<file path="config.mk">
export PLATFORM = sky130hd
export DESIGN_NAME = dsm_mash111
export DESIGN_NICKNAME = d
export VERILOG_FILES = /design/src/rtl/dsm_pkg.sv /design/src/rtl/dsm_acc_stage.sv /design/src/rtl/dsm_mash111.sv
export SDC_FILE = /design/constraint.sdc
export NUM_CORES = 1
export LEC_CHECK = 0
export ABC_AREA = 1
export CORE_UTILIZATION = 42
export DETAILED_ROUTE_END_ITERATION = 8
export GPL_ROUTABILITY_DRIVEN = 1
export MAX_ROUTING_LAYER = met4
export PLACE_DENSITY_LB_ADDON = 0.05
export SETUP_SLACK_MARGIN = 0.15
export SLEW_MARGIN = 20
export SYNTH_ARGS = -nofsm -noshare
export SYNTH_HDL_FRONTEND = slang
export SYNTH_SLANG_ARGS = --single-unit
</file>
<file path="constraint.sdc">
create_clock -name clk -period 6.9 [get_ports clk]
set_input_delay 1.38 -clock clk [delete_from_list [all_inputs] [get_ports clk]]
set_output_delay 1.38 -clock clk [all_outputs]
set_load 0.05 [all_outputs]
</file>
<file path="src/rtl/dsm_pkg.sv">
// Shared constants for the MASH 1-1-1 delta-sigma modulator: output width,
// order encodings, dither LFSR taps and the legal output range.
package dsm_pkg;

  localparam int DO_W = 4;

  typedef enum logic [1:0] {
    ORD_BYP = 2'd0,
    ORD_1   = 2'd1,
    ORD_2   = 2'd2,
    ORD_3   = 2'd3
  } order_e;

  // Right-shifting Fibonacci form of x^16+x^14+x^13+x^11+1 (bits 0,2,3,5).
  localparam logic [15:0] LFSR_TAPS = 16'h002D;

  localparam logic signed [DO_W-1:0] DO_MIN = -4'sd3;
  localparam logic signed [DO_W-1:0] DO_MAX = 4'sd4;

endpackage

</file>
<file path="src/rtl/dsm_acc_stage.sv">
// One first-order accumulator stage: WIDTH-bit wrap-around sum with carry out,
// advance enable and a synchronous clear that wins over the enable.
module dsm_acc_stage #(
  parameter int WIDTH = 16
) (
  input  logic             clk,
  input  logic             rst,
  input  logic             en,
  input  logic             clr,
  input  logic [WIDTH-1:0] addend,
  input  logic             cin,
  output logic [WIDTH-1:0] acc_nxt,
  output logic             carry
);

  logic [WIDTH-1:0] acc_q;
  logic [WIDTH-1:0] acc_d;
  logic [WIDTH:0]   sum;

  always_comb begin
    sum   = {1'b0, acc_q} + {1'b0, addend} + {{WIDTH{1'b0}}, cin};
    acc_d = acc_q;
    carry = 1'b0;
    if (clr) begin
      acc_d = '0;
    end else if (en) begin
      acc_d = sum[WIDTH-1:0];
      carry = sum[WIDTH];
    end
  end

  // The next value feeds the following stage in the same cycle.
  assign acc_nxt = acc_d;

  always_ff @(posedge clk or negedge rst) begin
    if (!rst) begin
      acc_q <= '0;
    end else begin
      acc_q <= acc_d;
    end
  end

endmodule

</file>
<file path="src/rtl/dsm_mash111.sv">
// MASH 1-1-1 delta-sigma modulator with run-time order select, shadow-register
// load handshake and optional LFSR dither on the first stage LSB.
module dsm_mash111
  import dsm_pkg::*;
#(
  parameter int          WIDTH     = 16,
  parameter logic [15:0] LFSR_SEED = 16'hACE1
) (
  input  logic             clk,
  input  logic             rst,
  input  logic             en,
  input  logic [WIDTH-1:0] frac_in,
  input  logic [1:0]       order_in,
  input  logic             dither_in,
  input  logic             ld,
  output logic             ld_ack,
  output logic [DO_W-1:0]  DO,
  output logic             do_valid
);

  localparam logic signed [DO_W:0] Y_MIN = (DO_W+1)'(DO_MIN);
  localparam logic signed [DO_W:0] Y_MAX = (DO_W+1)'(DO_MAX);

  function automatic logic signed [DO_W:0] b2s(input logic b);
    return $signed({{DO_W{1'b0}}, b});
  endfunction

  function automatic logic signed [DO_W:0] combine(
    input order_e ord,
    input logic   k1,
    input logic   k2,
    input logic   k2d,
    input logic   k3,
    input logic   k3d,
    input logic   k3dd
  );
    logic signed [DO_W:0] s;
    s = '0;
    case (ord)
      ORD_1:   s = b2s(k1);
      ORD_2:   s = b2s(k1) + b2s(k2) - b2s(k2d);
      ORD_3:   s = b2s(k1) + b2s(k2) - b2s(k2d) + b2s(k3) - b2s(k3d) - b2s(k3d) + b2s(k3dd);
      default: s = '0;
    endcase
    return s;
  endfunction

  function automatic logic signed [DO_W-1:0] sat_do(input logic signed [DO_W:0] v);
    if (v < Y_MIN) return DO_MIN;
    if (v > Y_MAX) return DO_MAX;
    return v[DO_W-1:0];
  endfunction

  logic [WIDTH-1:0]       frac_q, frac_d, sh_frac_q, sh_frac_d, frac_nx, frac_eff;
  order_e                 order_q, order_d, sh_order_q, sh_order_d, order_nx, order_eff;
  logic                   dither_q, dither_d, sh_dither_q, sh_dither_d, dither_nx, dither_eff;
  logic                   pend_q, pend_d;
  logic                   ld_ack_q, ld_ack_d;
  logic                   do_valid_q, do_valid_d;
  logic signed [DO_W-1:0] do_q, do_d;
  logic [15:0]            lfsr_q, lfsr_d;
  logic                   c2d_q, c2d_d, c3d_q, c3d_d, c3dd_q, c3dd_d;
  logic                   xfer, ord_chg, run, dbit;
  logic [WIDTH-1:0]       acc1_nxt, acc2_nxt, acc3_nxt_unused;
  logic                   c1, c2, c3;
  logic signed [DO_W:0]   y;

  // A load coinciding with en bypasses the shadow so this cycle already uses it.
  always_comb begin
    xfer        = en & (pend_q | ld);
    frac_nx     = ld ? frac_in : sh_frac_q;
    order_nx    = ld ? order_e'(order_in) : sh_order_q;
    dither_nx   = ld ? dither_in : sh_dither_q;
    frac_eff    = xfer ? frac_nx : frac_q;
    order_eff   = xfer ? order_nx : order_q;
    dither_eff  = xfer ? dither_nx : dither_q;
    ord_chg     = xfer & (order_nx != order_q);
    run         = en & (order_eff != ORD_BYP);
    dbit        = dither_eff & lfsr_q[0];
    frac_d      = frac_eff;
    order_d     = order_eff;
    dither_d    = dither_eff;
    sh_frac_d   = frac_nx;
    sh_order_d  = order_nx;
    sh_dither_d = dither_nx;
    pend_d      = ~xfer & (pend_q | ld);
    ld_ack_d    = xfer;
  end

  dsm_acc_stage #(.WIDTH(WIDTH)) u_st1 (
    .clk     (clk),
    .rst     (rst),
    .en      (run),
    .clr     (1'b0),
    .addend  (frac_eff),
    .cin     (dbit),
    .acc_nxt (acc1_nxt),
    .carry   (c1)
  );

  dsm_acc_stage #(.WIDTH(WIDTH)) u_st2 (
    .clk     (clk),
    .rst     (rst),
    .en      (run),
    .clr     (ord_chg),
    .addend  (acc1_nxt),
    .cin     (1'b0),
    .acc_nxt (acc2_nxt),
    .carry   (c2)
  );

  dsm_acc_stage #(.WIDTH(WIDTH)) u_st3 (
    .clk     (clk),
    .rst     (rst),
    .en      (run),
    .clr     (ord_chg),
    .addend  (acc2_nxt),
    .cin     (1'b0),
    .acc_nxt (acc3_nxt_unused),
    .carry   (c3)
  );

  // An order change restarts the noise-shaping stages, so their delays read as zero.
  always_comb begin
    lfsr_d = en ? {^(lfsr_q & LFSR_TAPS), lfsr_q[15:1]} : lfsr_q;
    c2d_d  = c2d_q;
    c3d_d  = c3d_q;
    c3dd_d = c3dd_q;
    if (ord_chg) begin
      c2d_d  = 1'b0;
      c3d_d  = 1'b0;
      c3dd_d = 1'b0;
    end else if (run) begin
      c2d_d  = c2;
      c3d_d  = c3;
      c3dd_d = c3d_q;
    end
    y = combine(order_eff, c1, c2, c2d_q & ~ord_chg, c3, c3d_q & ~ord_chg,
                c3dd_q & ~ord_chg);
    do_d = do_q;
    if (run) begin
      do_d = sat_do(y);
    end else if (en) begin
      do_d = '0;
    end
    do_valid_d = en;
  end

  always_ff @(posedge clk or negedge rst) begin
    if (!rst) begin
      frac_q      <= '0;
      order_q     <= ORD_BYP;
      dither_q    <= 1'b0;
      sh_frac_q   <= '0;
      sh_order_q  <= ORD_BYP;
      sh_dither_q <= 1'b0;
      pend_q      <= 1'b0;
      ld_ack_q    <= 1'b0;
      do_valid_q  <= 1'b0;
      do_q        <= '0;
      lfsr_q      <= LFSR_SEED;
      c2d_q       <= 1'b0;
      c3d_q       <= 1'b0;
      c3dd_q      <= 1'b0;
    end else begin
      frac_q      <= frac_d;
      order_q     <= order_d;
      dither_q    <= dither_d;
      sh_frac_q   <= sh_frac_d;
      sh_order_q  <= sh_order_d;
      sh_dither_q <= sh_dither_d;
      pend_q      <= pend_d;
      ld_ack_q    <= ld_ack_d;
      do_valid_q  <= do_valid_d;
      do_q        <= do_d;
      lfsr_q      <= lfsr_d;
      c2d_q       <= c2d_d;
      c3d_q       <= c3d_d;
      c3dd_q      <= c3dd_d;
    end
  end

  assign ld_ack   = ld_ack_q;
  assign DO       = do_q;
  assign do_valid = do_valid_q;

endmodule

</file>
After elaboration in Yosys (flattened, before gate mapping)
Cells that the tools add are included.
Cells by class
  add/subtract/negate cells: 10
  magnitude comparators: 2
  equal/unequal tests: 4
  multiplexer cells: 34
  bitwise gates (word level): 11
  reduce and logical (&&, ||, !) cells: 4
Operator list (count)
  two-way mux 16 bit: 7
  adder 16 x 16 -> 17 bit: 3
  two-way mux 4 bit: 6
  two-way mux 1 bit: 18
  adder 17 x 1 -> 17 bit: 1
  parity 16 bit: 1
  one-hot mux 5 bit (3 select lines): 1
  bitwise AND 1 bit: 8
  nonzero test 2 bit: 3
  adder 5 x 2 -> 5 bit: 1
  greater-than comparator 5 x 4 -> 1 bit, second input constant: 1
  < comparator 5 x 3 -> 1 bit, second input constant: 1
  subtractor 4 x 2 -> 5 bit: 1
  subtractor 5 x 2 -> 5 bit: 1
  adder 3 x 2 -> 4 bit: 1
  == test 2 bit, second input constant: 2
  two-way mux 2 bit: 2
  subtractor 2 x 1 -> 3 bit: 1
  adder 1 x 1 -> 2 bit: 1
  == test 2 x 1 -> 1 bit, second input constant: 1
  inequality test 2 bit: 1
  NOT 1 bit: 2
  OR 1 bit: 1
Storage, ports and cells
  register bits after elaboration: 112
  input port bits: 23
  output and inout bits: 6

Depth between registers and ports, before layout
  word-level depth: 25
  gate-level depth with buffers: 52
  mapped depth without buffers: 51

Modules after synthesis
Synthesis repeated with hierarchy kept, for this count alone.
Second synthesis, totals
  cells, all modules: 1130
  area, all modules: 7797.5 um^2
By module, submodules not included
  dsm_acc_stage (u_st2 ...): times used 2, cells each 272, area each 1664.1 um^2, sequential area each 400.4 um^2
  dsm_mash111: times used 1, cells each 314, area each 2790.2 um^2, sequential area each 1611.5 um^2
  dsm_acc_stage (u_st1): times used 1, cells each 272, area each 1679.1 um^2, sequential area each 400.4 um^2

Worst setup path after synthesis
OpenSTA, ideal clock, no wires.
  path kind: input to register
  start: in en
  end: reg do_q[0] (netlist: DO[0])
  library setup time: 0.119 ns
  data arrival time: 7.053 ns
  data required time: 6.781 ns
  slack: -0.272 ns
  stages on the path: 46
  path buffers: 3
  path through: buf_4 -> inv_4 -> nor2_2 -> buf_6 -> clkbuf_1 -> nor2_1 -> a31oi_1 -> ha_1 -> or2_2 -> and2_1 -> inv_1 -> o21bai_1 -> xnor2_1 -> nand2_1 -> o21ai_0 -> inv_1 -> ha_1 -> a21o_1 -> (+10 left out) -> ha_1 -> inv_1 -> o21bai_1 -> o21bai_1 -> a21oi_1 -> nand2_1 -> nand2_1 -> nand2_1 -> nand2_1 -> fa_1 -> inv_1 -> ha_1 -> fa_1 -> nand2_1 -> nor2_1 -> nor2_1 -> a21boi_1 -> nand2_1
Between the ends
  longest elaborated chain between the ends: 23
  elaborated cells on any way between the ends: 46
RTL lines
  start, declared: line dsm_mash111.sv:11  | input logic en,
  bitwise AND 1 bit *: line dsm_mash111.sv:70  | xfer = en & (pend_q | ld);
  two-way mux 16 bit *: line dsm_mash111.sv:74  | frac_eff = xfer ? frac_nx : frac_q;
  via frac_d[3]: line dsm_mash111.sv:54  | logic [WIDTH-1:0] frac_q, frac_d, sh_frac_q, sh_frac_d, frac_nx, frac_eff;
  adder 16 x 16 -> 17 bit *: line dsm_acc_stage.sv:21  | sum = {1'b0, acc_q} + {1'b0, addend} + {{WIDTH{1'b0}}, cin};
  adder 17 x 1 -> 17 bit *: line dsm_acc_stage.sv:21
  two-way mux 16 bit *: line dsm_acc_stage.sv:26  | end else if (en) begin
  via acc1_nxt[6]: line dsm_mash111.sv:64  | logic [WIDTH-1:0] acc1_nxt, acc2_nxt, acc3_nxt_unused;
  adder 16 x 16 -> 17 bit *: line dsm_acc_stage.sv:21
  (+2 left out)
  via acc2_nxt[13]: line dsm_mash111.sv:64
  (+6 left out)
  adder 5 x 2 -> 5 bit *: line dsm_mash111.sv:42  | ORD_3: s = b2s(k1) + b2s(k2) - b2s(k2d) + b2s(k3) - b2s(k3d) - b2s(k3d) + b2s(k3dd);
  one-hot mux 5 bit (3 select lines) *: line dsm_mash111.sv:39  | case (ord)
  greater-than comparator 5 x 4 -> 1 bit: line dsm_mash111.sv:50  | if (v > Y_MAX) return DO_MAX;
  two-way mux 1 bit (2 in series): line dsm_mash111.sv:50
  two-way mux 1 bit: line dsm_mash111.sv:141  | if (run) begin
  two-way mux 4 bit: line dsm_mash111.sv:51  | return v[DO_W-1:0];
  two-way mux 4 bit *: line dsm_mash111.sv:50
  two-way mux 4 bit *: line dsm_mash111.sv:141
  end signal, assigned: line dsm_mash111.sv:175  | do_q <= do_d;
  end, declared: line dsm_mash111.sv:60  | logic signed [DO_W-1:0] do_q, do_d;
Mark *: on every way through the listed nets, which the timed path passes. The rest lies on a longest branch. The select of a mux whose other input is x is not followed.
A chain may end at the register's enable or synchronous reset.

Final worst setup path
  start: in ld
  end: reg do_q[1] (netlist: DO[1])
Between the ends
  longest elaborated chain between the ends: 24
  elaborated cells on any way between the ends: 51
RTL lines
  start, declared: line dsm_mash111.sv:15  | input logic ld,
  OR 1 bit: line dsm_mash111.sv:70
  bitwise AND 1 bit: line dsm_mash111.sv:70
  two-way mux 16 bit *: line dsm_mash111.sv:74
  via frac_d[0]: line dsm_mash111.sv:54
  adder 16 x 16 -> 17 bit *: line dsm_acc_stage.sv:21
  adder 17 x 1 -> 17 bit *: line dsm_acc_stage.sv:21
  two-way mux 16 bit *: line dsm_acc_stage.sv:26
  via acc1_nxt[6]: line dsm_mash111.sv:64
  (+3 left out)
  via acc2_nxt[7]: line dsm_mash111.sv:64
  (+6 left out)
  adder 5 x 2 -> 5 bit *: line dsm_mash111.sv:42
  one-hot mux 5 bit (3 select lines) *: line dsm_mash111.sv:39
  greater-than comparator 5 x 4 -> 1 bit: line dsm_mash111.sv:50
  two-way mux 1 bit (2 in series): line dsm_mash111.sv:50
  two-way mux 1 bit: line dsm_mash111.sv:141
  two-way mux 4 bit: line dsm_mash111.sv:51
  two-way mux 4 bit *: line dsm_mash111.sv:50
  two-way mux 4 bit *: line dsm_mash111.sv:141
Marked as above.

==> results by group <==
Placement
  • IO Port Bufs: 28
  • Hpwl dp: 13,840 µm
  • Pre-CTS setup slack: -0.9086 ns
  • Final estimated routing congestion in global placement: 0.8896
  • Placed cells: 1,274

Synthesis
  • Syn nets: 980
  • Largest cells by area after synthesis: dfrtp_1 (38%), nand2_1 (16%), ha_1 (9.4%)
  • Post-synth ARST share: 100.0%
  • Synth warnings: 0
  • Synthesized flop and latch total: 112
  • Top_reg_cell synth: dfrtp_1
  • Post-synthesis cell area: 0.006894 mm²
  • Number of synthesized flops with an enable pin: 0
  • Post-synthesis sequential area ratio: 40.80%
  • Post-synth top area share: 37.75%
  • Post-synth top area cell: dfrtp_1
  • Yosys cell types: 40
  • Avg Inst Size Synth: 7.677 µm²
  • Synthesized instance count: 898

Timing
  • Setup TNS: 0 ns
  • Final setup fails: 0
  • Peak Freq: 147.4 MHz
  • Final critical-path setup slack: 0.1145 ns
  • Unrepaired setup endpoints after global routing: true
  • Tmin final: 6.785 ns
  • Slew margin rel.: 50.30%
  • Hold Vio Cnt, Final: 0
  • Fin crit share: 98.34%
  • Skew final: 0.009959 ns
  • Worst Tran Pin Value: 0.7455 ns
  • Final Max Tran Viols: 0

Critical path
  • WP buf/inv: 10
  • CP Max Fanout: 7
  • CP max stage delay: 0.42 ns
  • Setup crit start kind: input pin
  • CP Data Required Time: 7.21 ns
  • Setup crit end kind: flop
  • Critical path class: in -> reg
  • CP most frequent cell: nand2_1
  • Top Family by Delay on Critical Path: adder cells
  • Arrival time worst endpoint: 7.09 ns
  • Slowest cell on crit path: fa_1

Finish
  • Final nets: 1,178
  • Number of diodes: 0
  • # fillers: 1,503
  • Area growth syn-to-layout: 36.33%
  • Layout cell share with drive strength beyond 1: 26.16%
  • Non-Filler Instances: 1,317

Power
  • Pleak: 0.004858 µW
  • Peak VDD IR: 0.3325 mV
  • Power Density: 530.1 mW/mm²

Clocking
  • CTS buffer count: 9
  • CTS tree: yes
  • Post-CTS Hold Buffers: 0
  • Clock tree buffer depth: 2
  • Clk_lat worst skew: 0.36 ns
  • H-tree depth reported by CTS: 3
  • Clk sinks: 112
  • Root Driver: clkbuf_16
  • Clock transition at path regs: 0.08 ns

Drt
  • DR iter-0 viols: 253
  • Via-to-Cell Ratio: 4.879
  • Post-Route WL: 18,380 µm
  • Post-route DRC: 0
  • DRT antenna net count: 0
  • Vias: 6,426
  • Post-DR wirelength/cell: 13.95 µm
  • DR pass1 iterations: 4

GRT
  • Largest net degree at the start of global routing: 58
  • Global-route wire length before repair: 30,600 µm
  • Gr ovfl total: 0
  • GRT Overall Usage: 23.84%
  • Initial antenna violation count: 0
  • Vias in the first global route: 6,570

Floorplanning
  • Die Ht: 130.1 µm
  • Die area: 0.01693 mm²
  • Rows: 46
  • Core ar.: 0.01594 mm²
  • Starting density of the core: 43.24%
  • Die Span X: 130.1 µm
  • # IOs: 29

Job
  • MaxCap Viol Count: 0

Hold path
  • Worst Hold Class: reg -> reg

Run status
  • Status: completed
synth_stat cells, types with 2 or more instances:
cell type and number:
a21o_1 6, a21oi_1 55, a22o_1 3, a31oi_1 19, buf_2 7, buf_4 3
clkbuf_1 9, dfrtp_1 104, dfstp_2 8, fa_1 7, ha_1 52, inv_1 93
inv_2 4, nand2_1 293, nand2_2 5, nand3_1 36, nand3b_1 2, nand4_1 5
nor2_1 69, nor3_1 9, o211ai_1 2, o21a_1 2, o21ai_0 47, o21ai_1 12
o21bai_1 8, or2_2 2, xnor2_1 15, xor2_1 9
per-stage QoR:
step	hold slack, ns	utilization [%]	power [µW]	cell area [µm²]
after detailed placement	0.4536	53.70	4154	8561
after floorplan	0.4364	-	2803	6978
after CTS	0.4685	57.53	4876	9173
after global placement	0.4491	53.70	4103	8561
after global routing	0.4752	58.95	5480	9399
final	0.4642	58.95	4982	9399
report_power, final:
part	total [µW]	leakage, µW	switching, µW	internal, µW
combinational	3460	0.00336	1780	1680
clock	534	0.000146	274	260
sequential	990	0.00136	123	867
cell families (layout without fill, tap and decap cells):
| kind of cell | count (synthesis) | after routing | synth area share [%] |
|---|---|---|---|
| simple gates | 425 | 425 | 24.70 |
| buf+inv | 118 | 321 | 6.860 |
| xor+xnor | 24 | 24 | 3.049 |
| fa+ha+maj | 59 | 59 | 11.47 |
| compound gates | 160 | 160 | 13.12 |
| flops | 112 | 112 | 40.80 |
metal layers:
layer / global-route usage [%] / wire length, µm
met2: 42.27 / 9269
met5: - / 0
met4: 6.977 / 357
met1: 27.94 / 8318
met3: 3.280 / 430
sequential cells by signal, indices dropped and copies added, names as in the netlist, 2 cells and up:
register and cells:
DO 4, frac_q 16, lfsr_q 16, order_q 2
sh_frac_q 16, sh_order_q 2, u_st1.acc_q 16, u_st2.acc_q 16
u_st3.acc_q 16
final cells by class:
class / count / area [µm²] / share of cell area, %
multi-input cells: 668 / 3948 / 42.00
flip-flops and latches: 112 / 2813 / 29.93
repair buffers: 207 / 1685 / 17.93
inverters: 98 / 377.9 / 4.020
well taps: 216 / 270.3 / 2.875
clock buffers: 9 / 225.2 / 2.396
clock inverters: 7 / 80.08 / 0.8520
worst register-to-register path: cells and delay by family, from the launching register on:
family / cells / cell delay, ns
flip-flops: 1 / 0.40
AO/OA/AOI/OAI: 5 / 0.56
adder cells (fa/ha/maj): 7 / 2.06
XOR/XNOR: 2 / 0.26
AND/OR/NAND/NOR: 21 / 1.93
buffers and inverters: 9 / 0.84
path summary, 6_finish.rpt:
kind / start / to / slack [ns] / cells past startpoint
max in group asynchronous: rst / u_st2.acc_q[12] / 4.60 / 2
max reg2reg: pend_q / DO[1] / 0.79 / 44
min reg2reg: lfsr_q[10] / lfsr_q[10] / 0.46 / 2
max: ld / DO[1] / 0.11 / 45
min: lfsr_q[10] / lfsr_q[10] / 0.46 / 2
min in group asynchronous: rst / frac_q[12] / 1.08 / 1
cells in the final DEF (no fill, tap or decap), types with 6 or more instances in the layout:
master | synthesis | routed
nand2_1 | 293 | 278
buf_4 | 3 | 172
dfrtp_1 | 104 | 104
inv_1 | 93 | 87
nor2_1 | 69 | 64
ha_1 | 52 | 46
a21oi_1 | 55 | 42
o21ai_0 | 47 | 37
nand3_1 | 36 | 35
clkdlybuf4s50_1 | 0 | 23
o21ai_1 | 12 | 19
nand2_2 | 5 | 17
xnor2_1 | 15 | 14
a21oi_2 | 0 | 13
a31oi_1 | 19 | 11
clkbuf_16 | 0 | 10
inv_2 | 4 | 9
xor2_1 | 9 | 9
dfstp_2 | 8 | 8
o21bai_1 | 8 | 7
a21o_1 | 6 | 6
a31oi_2 | 0 | 6
what timing repair did:
| action | in CTS | in global routing |
|---|---|---|
| gates cloned | 0 | 1 |
| pin swaps | 36 | 17 |
| hold endpoints to repair | 0 | 0 |
| setup endpoints to repair | 4 | 4 |
| gates resized for setup | 63 | 31 |
| buffers inserted | 16 | 10 |
No activity file was read; power rests on OpenSTA's default activity.
